===== src/rtl/vga_pkg.sv =====
// Shared VGA constants: 640x480@60 timing, count widths, 3/3/2 colour constants.
// Latency: n/a (package). Backpressure: n/a.
// Imported by the timing generator and by the pixel renderer.
package vga_pkg;

  // 640x480@60 timing, in pixels (horizontal) and lines (vertical)
  localparam int VGA_H_VISIBLE = 640;
  localparam int VGA_H_FP      = 16;
  localparam int VGA_H_SYNC    = 96;
  localparam int VGA_H_BP      = 48;
  localparam int VGA_H_TOTAL   = VGA_H_VISIBLE + VGA_H_FP + VGA_H_SYNC + VGA_H_BP;  // 800

  localparam int VGA_V_VISIBLE = 480;
  localparam int VGA_V_FP      = 10;
  localparam int VGA_V_SYNC    = 2;
  localparam int VGA_V_BP      = 33;
  localparam int VGA_V_TOTAL   = VGA_V_VISIBLE + VGA_V_FP + VGA_V_SYNC + VGA_V_BP;  // 525

  localparam bit VGA_SYNC_ACTIVE = 1'b0;  // sync pulses are active-low
  localparam int VGA_CLK_DIV     = 4;     // 100 MHz system clock -> 25 MHz pixel rate

  // Coordinate counters fit any total below 2048; the divider covers 1..16.
  localparam int CNT_W = 11;
  localparam int DIV_W = 4;

  // 8-bit colour, packed [B1 B2 G1 G2 G3 R1 R2 R3]
  localparam int R_LSB = 0;
  localparam int R_W   = 3;
  localparam int G_LSB = 3;
  localparam int G_W   = 3;
  localparam int B_LSB = 6;
  localparam int B_W   = 2;

  localparam logic [7:0] COLOR_BLACK   = 8'h00;
  localparam logic [7:0] COLOR_RED     = 8'h07;
  localparam logic [7:0] COLOR_GREEN   = 8'h38;
  localparam logic [7:0] COLOR_BLUE    = 8'hC0;
  localparam logic [7:0] COLOR_YELLOW  = 8'h3F;
  localparam logic [7:0] COLOR_CYAN    = 8'hF8;
  localparam logic [7:0] COLOR_MAGENTA = 8'hC7;
  localparam logic [7:0] COLOR_WHITE   = 8'hFF;

  typedef struct packed {
    logic [B_W-1:0] b;
    logic [G_W-1:0] g;
    logic [R_W-1:0] r;
  } rgb332_t;

  function automatic rgb332_t unpack_rgb(input logic [7:0] c);
    rgb332_t p;
    p.r = c[R_LSB +: R_W];
    p.g = c[G_LSB +: G_W];
    p.b = c[B_LSB +: B_W];
    return p;
  endfunction

endpackage


===== src/rtl/vga_pix_div.sv =====
// Pixel-rate enable: divides the system clock by CLK_DIV into a one-clk pix_tick pulse.
// Latency: first pix_tick on clock edge CLK_DIV after reset release. Backpressure: none, free-running.
// Ports: clk_i system clock, rst_i async active-high reset, pix_tick_o registered pixel enable.
module vga_pix_div
  import vga_pkg::*;
#(
  parameter int CLK_DIV = VGA_CLK_DIV  // legal 1..16
) (
  input  logic clk_i,
  input  logic rst_i,
  output logic pix_tick_o
);

  localparam logic [DIV_W-1:0] DIV_LAST = DIV_W'(CLK_DIV - 1);

  logic [DIV_W-1:0] div_cnt_q, div_cnt_d;
  logic             pix_tick_q, pix_tick_d;

  // The tick is raised by the edge that wraps the divider, so it is high
  // during the last clk of each pixel period. With CLK_DIV=1 the divider
  // sits at its last value and the tick stays high.
  always_comb begin
    div_cnt_d  = div_cnt_q + DIV_W'(1);
    pix_tick_d = 1'b0;
    if (div_cnt_q == DIV_LAST) begin
      div_cnt_d  = '0;
      pix_tick_d = 1'b1;
    end
  end

  always_ff @(posedge clk_i or posedge rst_i) begin
    if (rst_i) begin
      div_cnt_q  <= '0;
      pix_tick_q <= 1'b0;
    end else begin
      div_cnt_q  <= div_cnt_d;
      pix_tick_q <= pix_tick_d;
    end
  end

  assign pix_tick_o = pix_tick_q;

endmodule


===== src/rtl/vga_timing_gen.sv =====
// VGA raster timing: x/y scan counters, frame tick, sync generation and blanked 3/3/2 colour pins.
// Latency: connector outputs lag the counters by one pixel period. Backpressure: none, free-running.
// Ports: clk, reset (async, active-high), rgb_in renderer colour; x, y, pix_tick, frame_tick,
//        video_on toward the renderer; hsync, vsync, vga_r/g/b toward the connector.
module vga_timing_gen
  import vga_pkg::*;
#(
  parameter int CLK_DIV     = VGA_CLK_DIV,
  parameter int H_VISIBLE   = VGA_H_VISIBLE,
  parameter int H_FP        = VGA_H_FP,
  parameter int H_SYNC      = VGA_H_SYNC,
  parameter int H_BP        = VGA_H_BP,
  parameter int V_VISIBLE   = VGA_V_VISIBLE,
  parameter int V_FP        = VGA_V_FP,
  parameter int V_SYNC      = VGA_V_SYNC,
  parameter int V_BP        = VGA_V_BP,
  parameter bit SYNC_ACTIVE = VGA_SYNC_ACTIVE
) (
  input  logic             clk,
  input  logic             reset,
  input  logic [7:0]       rgb_in,
  output logic [CNT_W-1:0] x,
  output logic [CNT_W-1:0] y,
  output logic             pix_tick,
  output logic             frame_tick,
  output logic             video_on,
  output logic             hsync,
  output logic             vsync,
  output logic [R_W-1:0]   vga_r,
  output logic [G_W-1:0]   vga_g,
  output logic [B_W-1:0]   vga_b
);

  localparam int H_TOTAL = H_VISIBLE + H_FP + H_SYNC + H_BP;
  localparam int V_TOTAL = V_VISIBLE + V_FP + V_SYNC + V_BP;

  localparam logic [CNT_W-1:0] X_LAST   = CNT_W'(H_TOTAL - 1);
  localparam logic [CNT_W-1:0] Y_LAST   = CNT_W'(V_TOTAL - 1);
  localparam logic [CNT_W-1:0] X_VIS    = CNT_W'(H_VISIBLE);
  localparam logic [CNT_W-1:0] Y_VIS    = CNT_W'(V_VISIBLE);
  localparam logic [CNT_W-1:0] HS_START = CNT_W'(H_VISIBLE + H_FP);
  localparam logic [CNT_W-1:0] HS_END   = CNT_W'(H_VISIBLE + H_FP + H_SYNC);
  localparam logic [CNT_W-1:0] VS_START = CNT_W'(V_VISIBLE + V_FP);
  localparam logic [CNT_W-1:0] VS_END   = CNT_W'(V_VISIBLE + V_FP + V_SYNC);

  logic pix_tick_w;

  vga_pix_div #(.CLK_DIV(CLK_DIV)) u_pix_div (
    .clk_i      (clk),
    .rst_i      (reset),
    .pix_tick_o (pix_tick_w)
  );

  // ---------------- scan counters ----------------
  logic [CNT_W-1:0] x_q, x_d, y_q, y_d;
  logic             frame_tick_q, frame_tick_d;

  // frame_tick is produced by the same edge that wraps both counters, so it
  // is high exactly during the first clk in which (x,y) reads (0,0).
  always_comb begin
    x_d          = x_q;
    y_d          = y_q;
    frame_tick_d = 1'b0;
    if (pix_tick_w) begin
      if (x_q == X_LAST) begin
        x_d = '0;
        if (y_q == Y_LAST) begin
          y_d          = '0;
          frame_tick_d = 1'b1;
        end else begin
          y_d = y_q + CNT_W'(1);
        end
      end else begin
        x_d = x_q + CNT_W'(1);
      end
    end
  end

  always_ff @(posedge clk or posedge reset) begin
    if (reset) begin
      x_q          <= '0;
      y_q          <= '0;
      frame_tick_q <= 1'b0;
    end else begin
      x_q          <= x_d;
      y_q          <= y_d;
      frame_tick_q <= frame_tick_d;
    end
  end

  // ---------------- pixel-state decode (current counters) ----------------
  logic    video_on_w, hs_raw_w, vs_raw_w;
  rgb332_t pix_w;

  always_comb begin
    video_on_w = (x_q < X_VIS) && (y_q < Y_VIS);
    hs_raw_w   = (x_q >= HS_START) && (x_q < HS_END);
    vs_raw_w   = (y_q >= VS_START) && (y_q < VS_END);
    pix_w      = unpack_rgb(rgb_in);
  end

  // ---------------- connector output stage ----------------
  // Captures the pixel being left on each pixel boundary, so sync and colour
  // for one pixel always reach the pins together.
  logic           hsync_q, hsync_d, vsync_q, vsync_d;
  logic [R_W-1:0] vga_r_q, vga_r_d;
  logic [G_W-1:0] vga_g_q, vga_g_d;
  logic [B_W-1:0] vga_b_q, vga_b_d;

  always_comb begin
    hsync_d = hs_raw_w ? SYNC_ACTIVE : ~SYNC_ACTIVE;
    vsync_d = vs_raw_w ? SYNC_ACTIVE : ~SYNC_ACTIVE;
    vga_r_d = '0;
    vga_g_d = '0;
    vga_b_d = '0;
    if (video_on_w) begin
      vga_r_d = pix_w.r;
      vga_g_d = pix_w.g;
      vga_b_d = pix_w.b;
    end
  end

  always_ff @(posedge clk or posedge reset) begin
    if (reset) begin
      hsync_q <= ~SYNC_ACTIVE;
      vsync_q <= ~SYNC_ACTIVE;
      vga_r_q <= '0;
      vga_g_q <= '0;
      vga_b_q <= '0;
    end else if (pix_tick_w) begin
      hsync_q <= hsync_d;
      vsync_q <= vsync_d;
      vga_r_q <= vga_r_d;
      vga_g_q <= vga_g_d;
      vga_b_q <= vga_b_d;
    end
  end

  assign x          = x_q;
  assign y          = y_q;
  assign pix_tick   = pix_tick_w;
  assign frame_tick = frame_tick_q;
  assign video_on   = video_on_w;
  assign hsync      = hsync_q;
  assign vsync      = vsync_q;
  assign vga_r      = vga_r_q;
  assign vga_g      = vga_g_q;
  assign vga_b      = vga_b_q;

endmodule


===== config.mk =====
export PLATFORM = sky130hd
export DESIGN_NAME = vga_timing_gen
export DESIGN_NICKNAME = d
export VERILOG_FILES = /design/src/rtl/vga_pkg.sv /design/src/rtl/vga_pix_div.sv /design/src/rtl/vga_timing_gen.sv
export SDC_FILE = /design/constraint.sdc
export NUM_CORES = 1
export LEC_CHECK = 0
export ABC_AREA = 1
export CORE_ASPECT_RATIO = 0.75
export CORE_MARGIN = 4
export CORE_UTILIZATION = 45
export CTS_CLUSTER_SIZE = 14
export DETAILED_ROUTE_END_ITERATION = 8
export PLACE_DENSITY = 0.84
export SLEW_MARGIN = 20
export SYNTH_ARGS = -nofsm -noshare
export SYNTH_HDL_FRONTEND = slang
export SYNTH_SLANG_ARGS = --single-unit

===== constraint.sdc =====
create_clock -name clk -period 3.46 [get_ports clk]
set_clock_uncertainty 0.1 [all_clocks]
set_input_delay 1.038 -clock clk [delete_from_list [all_inputs] [get_ports clk]]
set_output_delay 1.038 -clock clk [all_outputs]
set_load 0.01 [all_outputs]

==> flow_summary_export.csv <==
group,metric,value,unit
worst_setup_path,slowest_stage,"clkdlybuf4s50_1",
drt,vias,1906,
clock_tree,tritoncts,"yes",
sta,post-route-min-period,3.01,ns
clock_tree,cts-root-buf,"clkbuf_8",
logic_synthesis,async_reset_ff_frac,1.00,
run,cap_violations,0,
drt,drc,0,
floorplan,num_rows,21,
sta,relSlewSlack,0.676,
logic_synthesis,postSynthRegisterBits,38,
layout,multiInputGateArea,955,um^2
clock_tree,post_cts_resized,0,
logic_synthesis,synthesis.area,2120,um^2
worst_setup_path,ff2ff_path_depth,7,
drt,antenna_left,0,
clock_tree,clock_latency,0.29,ns
clock_tree,clk_pin_slew,0.08,ns
sta,worst_pin_slew,0.486,ns
drt,wl_met2,2.01,mm
logic_synthesis,synth_edf_count,0,
worst_setup_path,cp.required,2.32,ns
floorplan,die_area,5880,um^2
sta,fin_crit_sh,0.870,
drt,vias_per_cell,4.95,
floorplan,die_y,67.4,um
power_and_ir_drop,p_leak,1.29,nW
placed_design,gp_congestion,0.879,
floorplan,die_x,87.2,um
min_path,holdPathEnd,"u_pix_div.div_cnt_q[0]$_DFF_PP0_",
worst_setup_path,crit_top_cell,"nand2_1",
drt,wl_met3,398,um
sta,hold_viol,0,
worst_setup_path,arrival,1.87,ns
clock_tree,clock-sinks,38,
placed_design,hpwl,3.56,mm
clock_tree,htreeDepth,2,
logic_synthesis,yosysTopAreaCell,"dfrtp_1",
drt,post_drt_wl_per_cell,12.8,um
global_route,grt_start_max_net_pins,39,
drt,wl,4.91,mm
worst_setup_path,end_kind,"output port",
placed_design,io_buffers,44,
logic_synthesis,synth_top_area_frac,0.425,
layout,areaGrowthSynthToFinish,27.5,%
global_route,grt_pass1_wl,8.45,mm
sta,rsz0062_at_grt,"no",
global_route,grt_overflow,0,
logic_synthesis,synthCells,278,
worst_setup_path,cpPeakStageDelay,0.48,ns
logic_synthesis,synth_commonest_cells,"nand2_1 (90), inv_1 (37), dfrtp_1 (36)",
layout,drive_gt1_frac,0.116,
worst_setup_path,crit_fanout,9,
logic_synthesis,syn_area_per_cell,7.62,um^2
layout,fillerInstances,388,
floorplan,io_pins,45,
worst_setup_path,ff2ff_setup_slack,1.85,ns
layout,register_area,953,um^2
drt,firstDrtPassIters,4,
logic_synthesis,yosysWarnings,0,
floorplan,coreArea,4490,um^2
logic_synthesis,syn_nets,292,
power_and_ir_drop,power,0.808,mW
drt,dr.max_layer_used,"met4",
worst_setup_path,worst_setup_path_start_kind,"flip-flop",
layout,antenna_cells,0,
layout,num-nets-final,341,
power_and_ir_drop,vdd_drop_max,0.251,mV
sta,clock.fmax,332,MHz
worst_setup_path,path_cells,"nand2_1 -> nor2_2 -> nor2_1 -> nand2_1 -> inv_1 -> clkdlybuf4s50_1",
clock_tree,cts_buffers,5,
clock_tree,post-cts-setup-buffer-count,0,
clock_tree,cts.path.max_buffers,2,
global_route,antenna_found_initial,0,
logic_synthesis,synth.most_common_cell,"nand2_1",
logic_synthesis,synth_sequential_area_ratio,0.450,
global_route,grt_util_all_layers,0.187,
clock_tree,cts_hold_buf,0,
layout,final_cell_count_no_fill,385,
power_and_ir_drop,p_per_area,299,nW/um^2
min_path,worstHoldPathCells,1,
min_path,hold_class,"reg -> reg",
logic_synthesis,synthTopCellsByArea,"dfrtp_1 (43%), nand2_1 (16%), inv_1 (6.6%)",
worst_setup_path,critical_path_class,"reg -> out",
worst_setup_path,timing.rr.start,"x[0]$_DFFE_PP0P_",
sta,slew_violations,0,
placed_design,placed_cells,377,
sta,tns,0,ns
floorplan,start_util,0.471,
sta,finalSetupViolations,0,
logic_synthesis,synth_flop_cell,"dfrtp_1",
worst_setup_path,r2r_end,"y[2]$_DFFE_PP0P_",
drt,drt_iter0_drc,160,
outcome,outcome,"finished, final reports clean",
min_path,worstHoldStart,"u_pix_div.div_cnt_q[0]$_DFF_PP0_",
logic_synthesis,synth_cell_types,28,
drt,met1_length,2.44,mm
global_route,grt_pass1_vias,1792,
metrics by stage:
stage / instance area, um^2 / utilization / setup WS [ns] / hold slack, ns
3_3_place_gp: 2610 / 0.580 / 0.826 / 0.344
5_1_grt: 2700 / 0.601 / 0.299 / 0.381
3_5_place_dp: 2610 / 0.580 / 0.786 / 0.358
4_1_cts: 2700 / 0.601 / 0.464 / 0.368
2_1_floorplan: 2120 / - / 1.32 / 0.328
6_report: 2700 / 0.601 / 0.449 / 0.366
state kept, by name, summed over array words and instances (netlist names):
| signal | count |
|---|---|
| vga_b | 2 |
| y | 11 |
| hsync | 1 |
| u_pix_div.div_cnt_q | 4 |
| vga_g | 3 |
| vsync | 1 |
| x | 11 |
| frame_tick | 1 |
| vga_r | 3 |
| u_pix_div.pix_tick_o | 1 |
where the power goes:
part,internal [mW],total [mW],switching [mW]
registers,0.449,0.451,0.00275
logic,0.0194,0.0361,0.0167
clock network,0.160,0.321,0.160
how the worst max path moves through the flow:
stage	start	slack, ns	to	cells past startpoint
floorplan	y[7]$_DFFE_PP0P_	1.32	video_on	5
detailed placement	y[7]$_DFFE_PP0P_	0.79	video_on	6
finish	y[7]$_DFFE_PP0P_	0.45	video_on	6
CTS	y[7]$_DFFE_PP0P_	0.46	video_on	6
global route	y[7]$_DFFE_PP0P_	0.30	video_on	6
global placement	y[7]$_DFFE_PP0P_	0.83	video_on	6
cells by family after synthesis:
logic type / share of synthesized area
compound gates: 0.0543
xor+xnor: 0.0207
fa+ha+maj: 0.0236
buf+inv: 0.0992
flops: 0.450
simple gates: 0.352
final cells by class:
| class | count | area share |
|---|---|---|
| clock buffers | 6 | 0.0306 |
| clock inverters | 2 | 0.00463 |
| inverters | 43 | 0.0635 |
| multi-input cells | 193 | 0.353 |
| flip-flops and latches | 38 | 0.353 |
| well taps | 57 | 0.0264 |
| repair buffers | 46 | 0.169 |
metal layers:
layer | vias to the layer above | track usage
met5 | - | 0
met3 | 9 | 0.0537
li1 | 959 | -
met2 | 64 | 0.271
met4 | 0 | 0.0575
met1 | 874 | 0.269
cells in the final DEF (no fill, tap or decap), drive strengths merged, types with 4 or more instances in the layout:
cell / instances
clkbuf: 6
clkdlybuf4s50: 44
dfrtp: 36
ha: 4
inv: 42
nand2: 92
nand3: 19
nand4: 7
nor2: 35
nor3: 5
o21ai: 20
xor2: 5
worst max-delay path: cells and delay by family, from the launching register on:
family | cells | cell delay (ns)
buffers and inverters | 2 | 0.54
flip-flops | 1 | 0.42
AND/OR/NAND/NOR | 4 | 0.63
Note: power is estimated with default switching activity, not from simulation.
